==> src/rtl/ex_pkg.sv <==
// ex_pkg: shared encodings for the execute stage (ALU ops, shift ops, branch conditions, operand-B sources)
package ex_pkg;
  localparam logic [3:0] ALU_ADD  = 4'd0;
  localparam logic [3:0] ALU_SUB  = 4'd1;
  localparam logic [3:0] ALU_AND  = 4'd2;
  localparam logic [3:0] ALU_OR   = 4'd3;
  localparam logic [3:0] ALU_XOR  = 4'd4;
  localparam logic [3:0] ALU_NOR  = 4'd5;
  localparam logic [3:0] ALU_SLT  = 4'd6;
  localparam logic [3:0] ALU_SLTU = 4'd7;
  localparam logic [1:0] SH_SLL = 2'd0;
  localparam logic [1:0] SH_SRL = 2'd1;
  localparam logic [1:0] SH_SRA = 2'd2;
  localparam logic [1:0] SH_ROR = 2'd3;
  localparam logic [2:0] COND_NONE = 3'd0;
  localparam logic [2:0] COND_EQ   = 3'd1;
  localparam logic [2:0] COND_NE   = 3'd2;
  localparam logic [2:0] COND_LTZ  = 3'd3;
  localparam logic [2:0] COND_GEZ  = 3'd4;
  localparam logic [2:0] COND_GTZ  = 3'd5;
  localparam logic [2:0] COND_LEZ  = 3'd6;
  localparam logic [2:0] SRCB_REG  = 3'd0;
  localparam logic [2:0] SRCB_SEXT = 3'd1;
  localparam logic [2:0] SRCB_ZEXT = 3'd2;
  localparam logic [2:0] SRCB_LUI  = 3'd3;
  localparam logic [2:0] SRCB_ZERO = 3'd4;
endpackage

==> src/rtl/ex_if.sv <==
// ex_if: ID/EX slot inputs and EX/MEM latch plus redirect outputs of the execute stage
interface ex_if;
  logic [4:0]  Rs_in, Rt_in, Rd_in;
  logic [31:0] A_in, B_in, offset_in, pc4_in;
  logic        RegDst_in, Shift_amountSrc_in, Jump_in, ALUShift_Sel_in, RegDt0_in;
  logic [3:0]  ALU_op_in;
  logic [1:0]  Shift_op_in;
  logic [2:0]  ALUSrcB_in, Condition_in;
  logic        valid_in, stall_in;
  logic [31:0] res_out, wdata_out, target;
  logic [4:0]  wreg_out;
  logic        wen_out, valid_out, redirect, flush_out, ovf_out;
  modport master (
    output Rs_in, Rt_in, Rd_in, A_in, B_in, offset_in, pc4_in, RegDst_in, Shift_amountSrc_in,
           Jump_in, ALUShift_Sel_in, RegDt0_in, ALU_op_in, Shift_op_in, ALUSrcB_in, Condition_in,
           valid_in, stall_in,
    input  res_out, wdata_out, wreg_out, wen_out, valid_out, redirect, target, flush_out, ovf_out
  );
  modport slave (
    input  Rs_in, Rt_in, Rd_in, A_in, B_in, offset_in, pc4_in, RegDst_in, Shift_amountSrc_in,
           Jump_in, ALUShift_Sel_in, RegDt0_in, ALU_op_in, Shift_op_in, ALUSrcB_in, Condition_in,
           valid_in, stall_in,
    output res_out, wdata_out, wreg_out, wen_out, valid_out, redirect, target, flush_out, ovf_out
  );
endinterface

==> src/rtl/ex_alu.sv <==
// ex_alu: operand-B mux, ALU, shifter and branch condition; overflow detect only with EX_OVERFLOW_TRAP_EN
module ex_alu
  import ex_pkg::*;
(
  input  logic [31:0] i_a,
  input  logic [31:0] i_b,
  input  logic [31:0] i_offset,
  input  logic [3:0]  i_alu_op,
  input  logic [1:0]  i_shift_op,
  input  logic [2:0]  i_srcb,
  input  logic [2:0]  i_cond,
  input  logic        i_shamt_src,
  input  logic        i_shift_sel,
  output logic [31:0] o_result,
  output logic        o_taken,
  output logic        o_ovf
);
  logic [31:0] w_opb, w_sum, w_diff, w_alu, w_shift, w_ror;
  logic [4:0]  w_sh;
  assign w_opb = (i_srcb == SRCB_SEXT) ? i_offset :
                 (i_srcb == SRCB_ZEXT) ? {16'h0, i_offset[15:0]} :
                 (i_srcb == SRCB_LUI)  ? {i_offset[15:0], 16'h0} :
                 (i_srcb == SRCB_ZERO) ? 32'd0 : i_b;
  assign w_sum  = i_a + w_opb;
  assign w_diff = i_a - w_opb;
  assign w_sh   = i_shamt_src ? i_a[4:0] : i_offset[10:6];
  assign w_ror  = 32'({i_b, i_b} >> w_sh);
  // ALU operation select; undefined opcodes yield zero
  always_comb begin
    case (i_alu_op)
      ALU_ADD:  w_alu = w_sum;
      ALU_SUB:  w_alu = w_diff;
      ALU_AND:  w_alu = i_a & w_opb;
      ALU_OR:   w_alu = i_a | w_opb;
      ALU_XOR:  w_alu = i_a ^ w_opb;
      ALU_NOR:  w_alu = ~(i_a | w_opb);
      ALU_SLT:  w_alu = {31'd0, $signed(i_a) < $signed(w_opb)};
      ALU_SLTU: w_alu = {31'd0, i_a < w_opb};
      default:  w_alu = 32'd0;
    endcase
  end
  // shifter always works on the raw B operand
  always_comb begin
    case (i_shift_op)
      SH_SLL:  w_shift = i_b << w_sh;
      SH_SRL:  w_shift = i_b >> w_sh;
      SH_SRA:  w_shift = $signed(i_b) >>> w_sh;
      default: w_shift = w_ror;
    endcase
  end
  // signed branch condition on A (and B for the equality tests)
  always_comb begin
    case (i_cond)
      COND_EQ:  o_taken = i_a == i_b;
      COND_NE:  o_taken = i_a != i_b;
      COND_LTZ: o_taken = $signed(i_a) < 0;
      COND_GEZ: o_taken = $signed(i_a) >= 0;
      COND_GTZ: o_taken = $signed(i_a) > 0;
      COND_LEZ: o_taken = $signed(i_a) <= 0;
      default:  o_taken = 1'b0;
    endcase
  end
  assign o_result = i_shift_sel ? w_shift : w_alu;
`ifdef EX_OVERFLOW_TRAP_EN
  assign o_ovf = !i_shift_sel &&
                 ((i_alu_op == ALU_ADD && i_a[31] == w_opb[31] && w_sum[31] != i_a[31]) ||
                  (i_alu_op == ALU_SUB && i_a[31] != w_opb[31] && w_diff[31] != i_a[31]));
`else
  assign o_ovf = 1'b0;
`endif
endmodule

==> src/rtl/ex_stage.sv <==
// ex_stage: execute stage with EX/MEM latch and branch/jump redirect; optional EX_OVERFLOW_TRAP_EN traps signed ADD/SUB overflow
module ex_stage
  import ex_pkg::*;
(
  input logic clk,
  input logic rst,
  ex_if.slave x
);
  logic [31:0] w_result, r_res, r_wdata;
  logic [4:0]  w_wreg, r_wreg;
  logic        w_taken, w_ovf, w_wen, w_go, r_wen, r_valid, r_ovf;
  logic        w_unused;
  ex_alu u_alu (
    .i_a(x.A_in), .i_b(x.B_in), .i_offset(x.offset_in), .i_alu_op(x.ALU_op_in),
    .i_shift_op(x.Shift_op_in), .i_srcb(x.ALUSrcB_in), .i_cond(x.Condition_in),
    .i_shamt_src(x.Shift_amountSrc_in), .i_shift_sel(x.ALUShift_Sel_in),
    .o_result(w_result), .o_taken(w_taken), .o_ovf(w_ovf)
  );
  assign w_unused = ^{x.Rs_in, w_ovf};
  assign w_wreg = x.RegDst_in ? x.Rd_in : x.Rt_in;
  assign w_wen  = (w_wreg != 5'd0) &&
                  (x.RegDt0_in ? (x.B_in == 32'd0) : (x.Condition_in == COND_NONE && !x.Jump_in));
  assign w_go   = x.valid_in && !x.stall_in && !rst;
  assign x.redirect  = w_go && (x.Jump_in || w_taken);
  assign x.flush_out = x.redirect;
  assign x.target    = x.Jump_in ? {x.pc4_in[31:28], x.offset_in[25:0], 2'b00}
                                 : x.pc4_in + {x.offset_in[29:0], 2'b00};
  // EX/MEM latch: reset beats stall, stall holds, bubbles never write
  always_ff @(posedge clk) begin
    if (rst) begin
      r_res   <= '0;
      r_wdata <= '0;
      r_wreg  <= '0;
      r_wen   <= 1'b0;
      r_valid <= 1'b0;
      r_ovf   <= 1'b0;
    end else if (!x.stall_in) begin
      r_res   <= w_result;
      r_wdata <= x.B_in;
      r_wreg  <= w_wreg;
`ifdef EX_OVERFLOW_TRAP_EN
      r_wen   <= x.valid_in && w_wen && !w_ovf;
      r_ovf   <= x.valid_in && w_ovf;
`else
      r_wen   <= x.valid_in && w_wen;
      r_ovf   <= 1'b0;
`endif
      r_valid <= x.valid_in;
    end
  end
  assign x.res_out   = r_res;
  assign x.wdata_out = r_wdata;
  assign x.wreg_out  = r_wreg;
  assign x.wen_out   = r_wen;
  assign x.valid_out = r_valid;
  assign x.ovf_out   = r_ovf;
endmodule

==> src/flat_wrapper.sv <==
// flat-port wrapper written by rule: the top's interface ports become plain ports
module ex_stage_flat import ex_pkg::*;
  (clk, rst, x_Rs_in, x_Rt_in, x_Rd_in, x_A_in, x_B_in, x_offset_in, x_pc4_in, x_RegDst_in, x_Shift_amountSrc_in, x_Jump_in, x_ALUShift_Sel_in, x_RegDt0_in, x_ALU_op_in, x_Shift_op_in, x_ALUSrcB_in, x_Condition_in, x_valid_in, x_stall_in, x_res_out, x_wdata_out, x_wreg_out, x_wen_out, x_valid_out, x_redirect, x_target, x_flush_out, x_ovf_out);
  ex_if x_i ();
  input logic clk;
  input logic rst;
  input wire logic [$bits(x_i.Rs_in)-1:0] x_Rs_in;
  input wire logic [$bits(x_i.Rt_in)-1:0] x_Rt_in;
  input wire logic [$bits(x_i.Rd_in)-1:0] x_Rd_in;
  input wire logic [$bits(x_i.A_in)-1:0] x_A_in;
  input wire logic [$bits(x_i.B_in)-1:0] x_B_in;
  input wire logic [$bits(x_i.offset_in)-1:0] x_offset_in;
  input wire logic [$bits(x_i.pc4_in)-1:0] x_pc4_in;
  input wire logic [$bits(x_i.RegDst_in)-1:0] x_RegDst_in;
  input wire logic [$bits(x_i.Shift_amountSrc_in)-1:0] x_Shift_amountSrc_in;
  input wire logic [$bits(x_i.Jump_in)-1:0] x_Jump_in;
  input wire logic [$bits(x_i.ALUShift_Sel_in)-1:0] x_ALUShift_Sel_in;
  input wire logic [$bits(x_i.RegDt0_in)-1:0] x_RegDt0_in;
  input wire logic [$bits(x_i.ALU_op_in)-1:0] x_ALU_op_in;
  input wire logic [$bits(x_i.Shift_op_in)-1:0] x_Shift_op_in;
  input wire logic [$bits(x_i.ALUSrcB_in)-1:0] x_ALUSrcB_in;
  input wire logic [$bits(x_i.Condition_in)-1:0] x_Condition_in;
  input wire logic [$bits(x_i.valid_in)-1:0] x_valid_in;
  input wire logic [$bits(x_i.stall_in)-1:0] x_stall_in;
  output wire logic [$bits(x_i.res_out)-1:0] x_res_out;
  output wire logic [$bits(x_i.wdata_out)-1:0] x_wdata_out;
  output wire logic [$bits(x_i.wreg_out)-1:0] x_wreg_out;
  output wire logic [$bits(x_i.wen_out)-1:0] x_wen_out;
  output wire logic [$bits(x_i.valid_out)-1:0] x_valid_out;
  output wire logic [$bits(x_i.redirect)-1:0] x_redirect;
  output wire logic [$bits(x_i.target)-1:0] x_target;
  output wire logic [$bits(x_i.flush_out)-1:0] x_flush_out;
  output wire logic [$bits(x_i.ovf_out)-1:0] x_ovf_out;
  assign x_i.Rs_in = x_Rs_in;
  assign x_i.Rt_in = x_Rt_in;
  assign x_i.Rd_in = x_Rd_in;
  assign x_i.A_in = x_A_in;
  assign x_i.B_in = x_B_in;
  assign x_i.offset_in = x_offset_in;
  assign x_i.pc4_in = x_pc4_in;
  assign x_i.RegDst_in = x_RegDst_in;
  assign x_i.Shift_amountSrc_in = x_Shift_amountSrc_in;
  assign x_i.Jump_in = x_Jump_in;
  assign x_i.ALUShift_Sel_in = x_ALUShift_Sel_in;
  assign x_i.RegDt0_in = x_RegDt0_in;
  assign x_i.ALU_op_in = x_ALU_op_in;
  assign x_i.Shift_op_in = x_Shift_op_in;
  assign x_i.ALUSrcB_in = x_ALUSrcB_in;
  assign x_i.Condition_in = x_Condition_in;
  assign x_i.valid_in = x_valid_in;
  assign x_i.stall_in = x_stall_in;
  assign x_res_out = x_i.res_out;
  assign x_wdata_out = x_i.wdata_out;
  assign x_wreg_out = x_i.wreg_out;
  assign x_wen_out = x_i.wen_out;
  assign x_valid_out = x_i.valid_out;
  assign x_redirect = x_i.redirect;
  assign x_target = x_i.target;
  assign x_flush_out = x_i.flush_out;
  assign x_ovf_out = x_i.ovf_out;
  ex_stage u_core (.clk(clk), .rst(rst), .x(x_i));
endmodule
==> config.mk <==
export PLATFORM = sky130hd
export DESIGN_NAME = ex_stage_flat
export DESIGN_NICKNAME = d
export VERILOG_FILES = /design/src/rtl/ex_pkg.sv /design/src/rtl/ex_if.sv /design/src/rtl/ex_alu.sv /design/src/rtl/ex_stage.sv /design/src/flat_wrapper.sv
export SDC_FILE = /design/constraint.sdc
export NUM_CORES = 1
export LEC_CHECK = 0
export BUFFER_PORTS_ARGS = -buffer_cell sky130_fd_sc_hd__buf_2
export CELL_PAD_IN_SITES_DETAIL_PLACEMENT = 1
export CELL_PAD_IN_SITES_GLOBAL_PLACEMENT = 1
export CORE_UTILIZATION = 33
export CTS_CLUSTER_DIAMETER = 150
export DETAILED_ROUTE_END_ITERATION = 16
export PLACE_DENSITY = 0.75
export SETUP_SLACK_MARGIN = 0.1
export SLEW_MARGIN = 20
export SYNTH_ARGS = -nofsm -noshare
export SYNTH_HDL_FRONTEND = slang
export SYNTH_HIERARCHICAL = 1
export SYNTH_SLANG_ARGS = --single-unit
==> constraint.sdc <==
create_clock -name clk -period 11.7 [get_ports clk]
set_input_delay 0.585 -clock clk [delete_from_list [all_inputs] [get_ports clk]]
set_output_delay 0.585 -clock clk [all_outputs]
set_load 0.01 [all_outputs]
==> flow_summary.json, run 1 <==
{
  "htree_levels": 3,
  "grt_max_degree": 89,
  "hpwl_um": 58860,
  "path_class": "input pin to flip-flop",
  "hp-class": "flip-flop to flip-flop",
  "leakage_nw": 7.968,
  "cellInternalPower_mw": 0.7898,
  "worst-path-buf-inv": 3,
  "hold_viol": 0,
  "path_max_fanout": 32,
  "start_util_pct": 33.67,
  "crit_top_cell": "nor2_1",
  "switching_share_pct": 49.99,
  "cts_resized": 0,
  "grt_usage_pct": 29.54,
  "drt_wl_total_um": 76300,
  "rrSetupSlack_ns": 11.00,
  "period_share_pct": 46.74,
  "fp.dieW_um": 223.4,
  "p_total_mw": 1.579,
  "clkSinkCount": 71,
  "place_congestion": 0.9720,
  "avgViaCountPerCell": 6.352,
  "cp.required_ns": 11.91,
  "portBuffers": 263,
  "grt_pass1_vias": 18583,
  "drv_cap": 0,
  "outcome": "complete, no violations",
  "numCtsBuffers": 9,
  "setup_viol": 0,
  "rows": 80,
  "synth_area_mm2": 0.01618,
  "drtAntennaViolNets": 0,
  "die_area_mm2": 0.04992,
  "cts_tree": "built",
  "p_comb_share_pct": 65.1,
  "critPathSlowestCell": "o41ai_2",
  "yosys_warnings": 6,
  "post-cts-setup-buffers": 0,
  "grt_pass1_wl_um": 114100,
  "path_depth": 18,
  "fill_cells": 6144,
  "overflow": 0,
  "period_needed_ns": 5.468,
  "powerDensity_mw_per_mm2": 88.28,
  "r2r-start": "u_core/x.wdata_out[0]",
  "die_h_um": 223.4,
  "synth_nets": 2565,
  "root_buffer": "clkbuf_16",
  "drv_slew": 0,
  "cp_slowest_stage_delay_ns": 0.71,
  "path_clk_slew_ns": 0.06,
  "drt_iter0_markers": 1798,
  "postSynthAreaPerCell_um2": 7.162,
  "wire_per_inst_um": 25.67,
  "drive_above_1_share_pct": 16.78,
  "clkPwrFrac_pct": 17.9,
  "fin_nets": 2655,
  "clk_latency_ns": 0.35,
  "ios": 270,
  "dr.pass1.iters": 5,
  "seq_power_share_pct": 17.0,
  "power.switching_mw": 0.7896,
  "core-area_mm2": 0.04805,
  "rsz0062_at_grt": "false",
  "cp-startpoint": "x_ALUSrcB_in[1]",
  "layout_common_cells": "nor2_1 (286), buf_2 (262), a21oi_1 (222), mux2i_1 (199), nand2_1 (174)",
  "worst_pin_slew_ns": 1.061,
  "synth_cells": 2259,
  "cp.arrival_ns": 5.68,
  "reg2reg_depth": 2,
  "crit_family": "compound AO/OA/AOI/OAI gates",
  "area_delta_synth_final_pct": 10.59,
  "start_kind": "input pin",
  "layout_commonest_cell": "nor2_1",
  "cp_cell_sequence": "buf_2, nor2_1, xor2_2, buf_4, a22o_1, inv_1, ha_1, nor2_1, o311ai_0, a311oi_1, o211a_1, o41ai_2, a21oi_1, xnor2_1, a211oi_1, a31oi_1, mux2i_1, nor2_1",
  "ir_drop_v": 0.00005674,
  "slew-limit-headroom_pct": 28.58,
  "cts_max_path_buffers": 2,
  "worstSetupEndpoint": "u_core/x.res_out[21]",
  "tns_ns": 0,
  "cts_hold_buf": 0,
  "timing.rr.end": "u_core/x.wdata_out[0]",
  "finClkSkew_ns": 0,
  "vias": 18878,
  "clock.fmax_mhz": 182.9,
  "antenna_found_initial": 5,
  "drc": 0,
  "end_kind": "flip-flop"
}
layout make-up:
class	count	area [µm²]	share of cell area, %
Antenna cell	3	7.507	0.04196
Inverter	109	409.1	2.287
Sequential cell	71	1421	7.944
Clock buffer	10	229.0	1.280
Clock inverter	6	70.07	0.3916
Tap cell	615	769.5	4.301
Timing Repair Buffer	284	1489	8.322
Multi-Input combinational cell	1874	13500	75.43
state kept, by name (all words and copies together), names as in the netlist:
register            cells
u_core/x.wen_out        1
u_core/x.valid_out      1
u_core/x.wreg_out       5
u_core/x.res_out       32
u_core/x.wdata_out     32
power by group through the flow:
stage / clock (mW) / combinational, mW / sequential [mW]
2_1_floorplan: 0 / 0.670 / 0.280
3_3_place_gp: 0 / 0.970 / 0.273
3_5_place_dp: 0 / 0.995 / 0.274
4_1_cts: 0.289 / 1.00 / 0.269
5_1_grt: 0.302 / 1.10 / 0.271
6_report: 0.283 / 1.03 / 0.269
worst register-to-register path, delay by kind of cell (launching register included):
family,cells,cell delay [ns]
DFF,1,0.33
muxes,1,0.17
and+or+nand+nor,1,0.06
per-layer routing:
metal | wire length (µm) | global-route usage, %
met3 | 6031 | 5.242
met1 | 32900 | 39.56
met2 | 34220 | 46.67
met5 | 31 | 0
met4 | 3118 | 11.89
through the flow:
step	util, %	cells	hold slack (ns)	instance area (µm²)	setup WS (ns)
after detailed placement	36.56	2952	0.4743	17570	5.908
after global placement	36.56	2952	0.4420	17570	6.035
after CTS	37.18	2968	0.4827	17860	6.278
after floorplan	-	2259	0.4805	16180	7.195
final	37.24	2972	0.4689	17890	6.232
after global routing	37.23	2970	0.5069	17890	5.939
worst min-delay path by stage:
stage	startpoint	to	slack, ns	cells after the start
after floorplan	u_core/x.valid_out	u_core/x.valid_out	0.48	2
after global placement	u_core/x.valid_out	u_core/x.valid_out	0.44	2
after detailed placement	u_core/x.valid_out	u_core/x.valid_out	0.47	2
after CTS	u_core/x.valid_out	u_core/x.valid_out	0.48	2
after global routing	u_core/x.valid_out	u_core/x.valid_out	0.51	2
final	u_core/x.valid_out	u_core/x.valid_out	0.47	2
Power figures use the tool's default switching activity.
==> run 2: changes to the inputs <==
--- a/config.mk
+++ b/config.mk
@@ -5,13 +5,14 @@
 export SDC_FILE = /design/constraint.sdc
 export NUM_CORES = 1
 export LEC_CHECK = 0
+export ABC_AREA = 1
 export BUFFER_PORTS_ARGS = -buffer_cell sky130_fd_sc_hd__buf_2
 export CELL_PAD_IN_SITES_DETAIL_PLACEMENT = 1
 export CELL_PAD_IN_SITES_GLOBAL_PLACEMENT = 1
 export CORE_UTILIZATION = 33
 export CTS_CLUSTER_DIAMETER = 150
 export DETAILED_ROUTE_END_ITERATION = 16
-export PLACE_DENSITY = 0.75
+export PLACE_DENSITY = 0.83
 export SETUP_SLACK_MARGIN = 0.1
 export SLEW_MARGIN = 20
 export SYNTH_ARGS = -nofsm -noshare
==> constraint.sdc (replaced) <==
create_clock -name clk -period 4.69 [get_ports clk]
set_input_delay 0.2345 -clock clk [delete_from_list [all_inputs] [get_ports clk]]
set_output_delay 0.2345 -clock clk [all_outputs]
set_load 0.01 [all_outputs]
==> flow_summary.json, run 2 <==
{
  "outcome": "complete, no violations",
  "fill_cells": 7457,
  "r2r-start": "u_core/x.wreg_out[3]",
  "critPathSlowestCell": "o21ai_0",
  "place_congestion": 1.049,
  "period_share_pct": 85.15,
  "setup_viol": 0,
  "die_h_um": 230.5,
  "postSynthAreaPerCell_um2": 5.231,
  "post-cts-setup-buffers": 0,
  "drt_iter0_markers": 2391,
  "path_clk_slew_ns": 0.07,
  "timing.rr.end": "u_core/x.wreg_out[3]",
  "cts_hold_buf": 0,
  "dr.pass1.iters": 6,
  "path_class": "input pin to flip-flop",
  "antenna_found_initial": 9,
  "cp.required_ns": 4.98,
  "rows": 83,
  "cp.arrival_ns": 4.29,
  "min_to": "u_core/x.wreg_out[2]",
  "finClkSkew_ns": 0,
  "end_kind": "flip-flop",
  "root_buffer": "clkbuf_16",
  "drtAntennaViolNets": 0,
  "cp_slowest_stage_delay_ns": 0.49,
  "fp.dieW_um": 230.5,
  "core-area_mm2": 0.05141,
  "crit_top_cell": "nand2_1",
  "wire_per_inst_um": 22.45,
  "layout_commonest_cell": "nand2_1",
  "cts_max_path_buffers": 2,
  "start_kind": "input pin",
  "grt_max_degree": 88,
  "slew-limit-headroom_pct": 23.93,
  "rrSetupSlack_ns": 3.96,
  "leakage_nw": 10.63,
  "hold_viol": 0,
  "drc": 0,
  "yosys_warnings": 6,
  "period_needed_ns": 3.993,
  "synth_nets": 3601,
  "numCtsBuffers": 9,
  "die_area_mm2": 0.05315,
  "worst_pin_slew_ns": 1.140,
  "drv_slew": 0,
  "grt_usage_pct": 34.06,
  "htree_levels": 3,
  "overflow": 0,
  "rsz0062_at_grt": "false",
  "crit_family": "simple AND/OR/NAND/NOR gates",
  "ios": 270,
  "synth_area_mm2": 0.01724,
  "ir_drop_v": 0.0001696,
  "min_path_cells": 5,
  "clk_latency_ns": 0.36,
  "worst-path-buf-inv": 5,
  "fin_nets": 3764,
  "layout_common_cells": "nand2_1 (1049), nand3_1 (605), inv_1 (446), buf_2 (263), nor2_1 (221)",
  "hpwl_um": 77210,
  "cts_resized": 0,
  "synth_cells": 3295,
  "tns_ns": 0,
  "reg2reg_depth": 4,
  "clock.fmax_mhz": 250.4,
  "postLayoutCoreUtil_pct": 37.50,
  "portBuffers": 263,
  "path_max_fanout": 9,
  "start_util_pct": 33.53,
  "grt_pass1_wl_um": 137500,
  "drive_above_1_share_pct": 10.63,
  "avgViaCountPerCell": 5.728,
  "powerDensity_mw_per_mm2": 216.0,
  "vias": 23778,
  "drt_wl_total_um": 93180,
  "clkSinkCount": 71,
  "hp-class": "input pin to flip-flop",
  "grt_pass1_vias": 22349,
  "cp_cell_sequence": "buf_2, inv_1, nor3_1, nor2_2, a32oi_1, inv_1, ha_1, inv_1, fa_1, inv_1, o21ai_0, nand2_1, o21ai_0, nand2_1, nand2_1, nand2_1, nand3_1, nand3_1, nand2_1, nand2_1, nand2_1, nand2_1, a21oi_1",
  "min_from": "x_Rd_in[2]",
  "drv_cap": 0,
  "cts_tree": "built",
  "area_delta_synth_final_pct": 11.84
}
-- run 2: changes by cell type in the layout (fill, tap and decap cells not counted), moves of 32 or more --
cell,change
nor2_1,-65
a21oi_1,-75
nand3_1,+553
nor4_1,-34
mux2i_1,-199
nand4_1,+32
nand2_1,+875
xor2_1,-37
mux4_2,-48
inv_1,+338
-- run 2: per-layer routing --
metal,vias to the layer above,wire length (µm),global-route usage (%)
li1,11105,-,-
met1,11254,40300,46.17
met2,1230,38560,50.84
met3,187,9602,7.769
met4,2,4706,15.44
met5,-,12,0
-- run 2: worst register-to-register path: cells and delay by family, from the launching register on --
| kind | cells | cell delay [ns] |
|---|---|---|
| buffers and inverters | 1 | 0.05 |
| DFF | 1 | 0.31 |
| and+or+nand+nor | 2 | 0.15 |
| AOI/OAI and AO/OA | 1 | 0.11 |
-- run 2: worst max path at each step --
stage | startpoint | endpoint | slack [ns] | cells past startpoint
final | x_ALUSrcB_in[2] | u_core/x.res_out[0] | 0.70 | 23
after global routing | x_ALUSrcB_in[2] | u_core/x.res_out[0] | 0.36 | 23
after CTS | x_ALUSrcB_in[2] | u_core/x.res_out[0] | 0.77 | 23
after detailed placement | x_ALUSrcB_in[2] | u_core/x.res_out[0] | 0.40 | 23
after global placement | x_ALUSrcB_in[2] | u_core/x.res_out[0] | 0.44 | 23
after floorplan | x_ALUSrcB_in[2] | u_core/x.res_out[30] | 1.62 | 23
-- run 2: where the power goes --
part           switching (mW)  total [mW]  internal [mW]
Clock                   0.335       0.704          0.369
Sequential             0.0205       0.666          0.646
Combinational            2.00        2.79          0.797
Total                    2.35        4.16           1.81
-- run 2: final cells by class --
type                            count  area (µm²)  share of cell area [%]
Multi-Input combinational cell   2619       13370                   69.38
Inverter                          459        1732                   8.984
Timing Repair Buffer              298        1592                   8.257
Sequential cell                    71        1421                   7.374
Tap cell                          680       850.8                   4.414
Clock buffer                        9       225.2                   1.168
Clock inverter                      7       62.56                  0.3245
Antenna cell                        8       20.02                  0.1039
-- run 2: through the flow --
stage | setup slack, ns | hold slack (ns) | area [µm²] | cells | total power [mW]
6_report | 0.6966 | 0.2162 | 19280 | 4151 | 4.164
5_1_grt | 0.3558 | 0.2289 | 19260 | 4144 | 4.424
4_1_cts | 0.7718 | 0.2002 | 19260 | 4143 | 4.075
3_5_place_dp | 0.4005 | 0.4543 | 18970 | 4127 | 3.360
3_3_place_gp | 0.4399 | 0.4407 | 18970 | 4127 | 3.315
2_1_floorplan | 1.620 | 0.3921 | 17240 | 3295 | 2.399
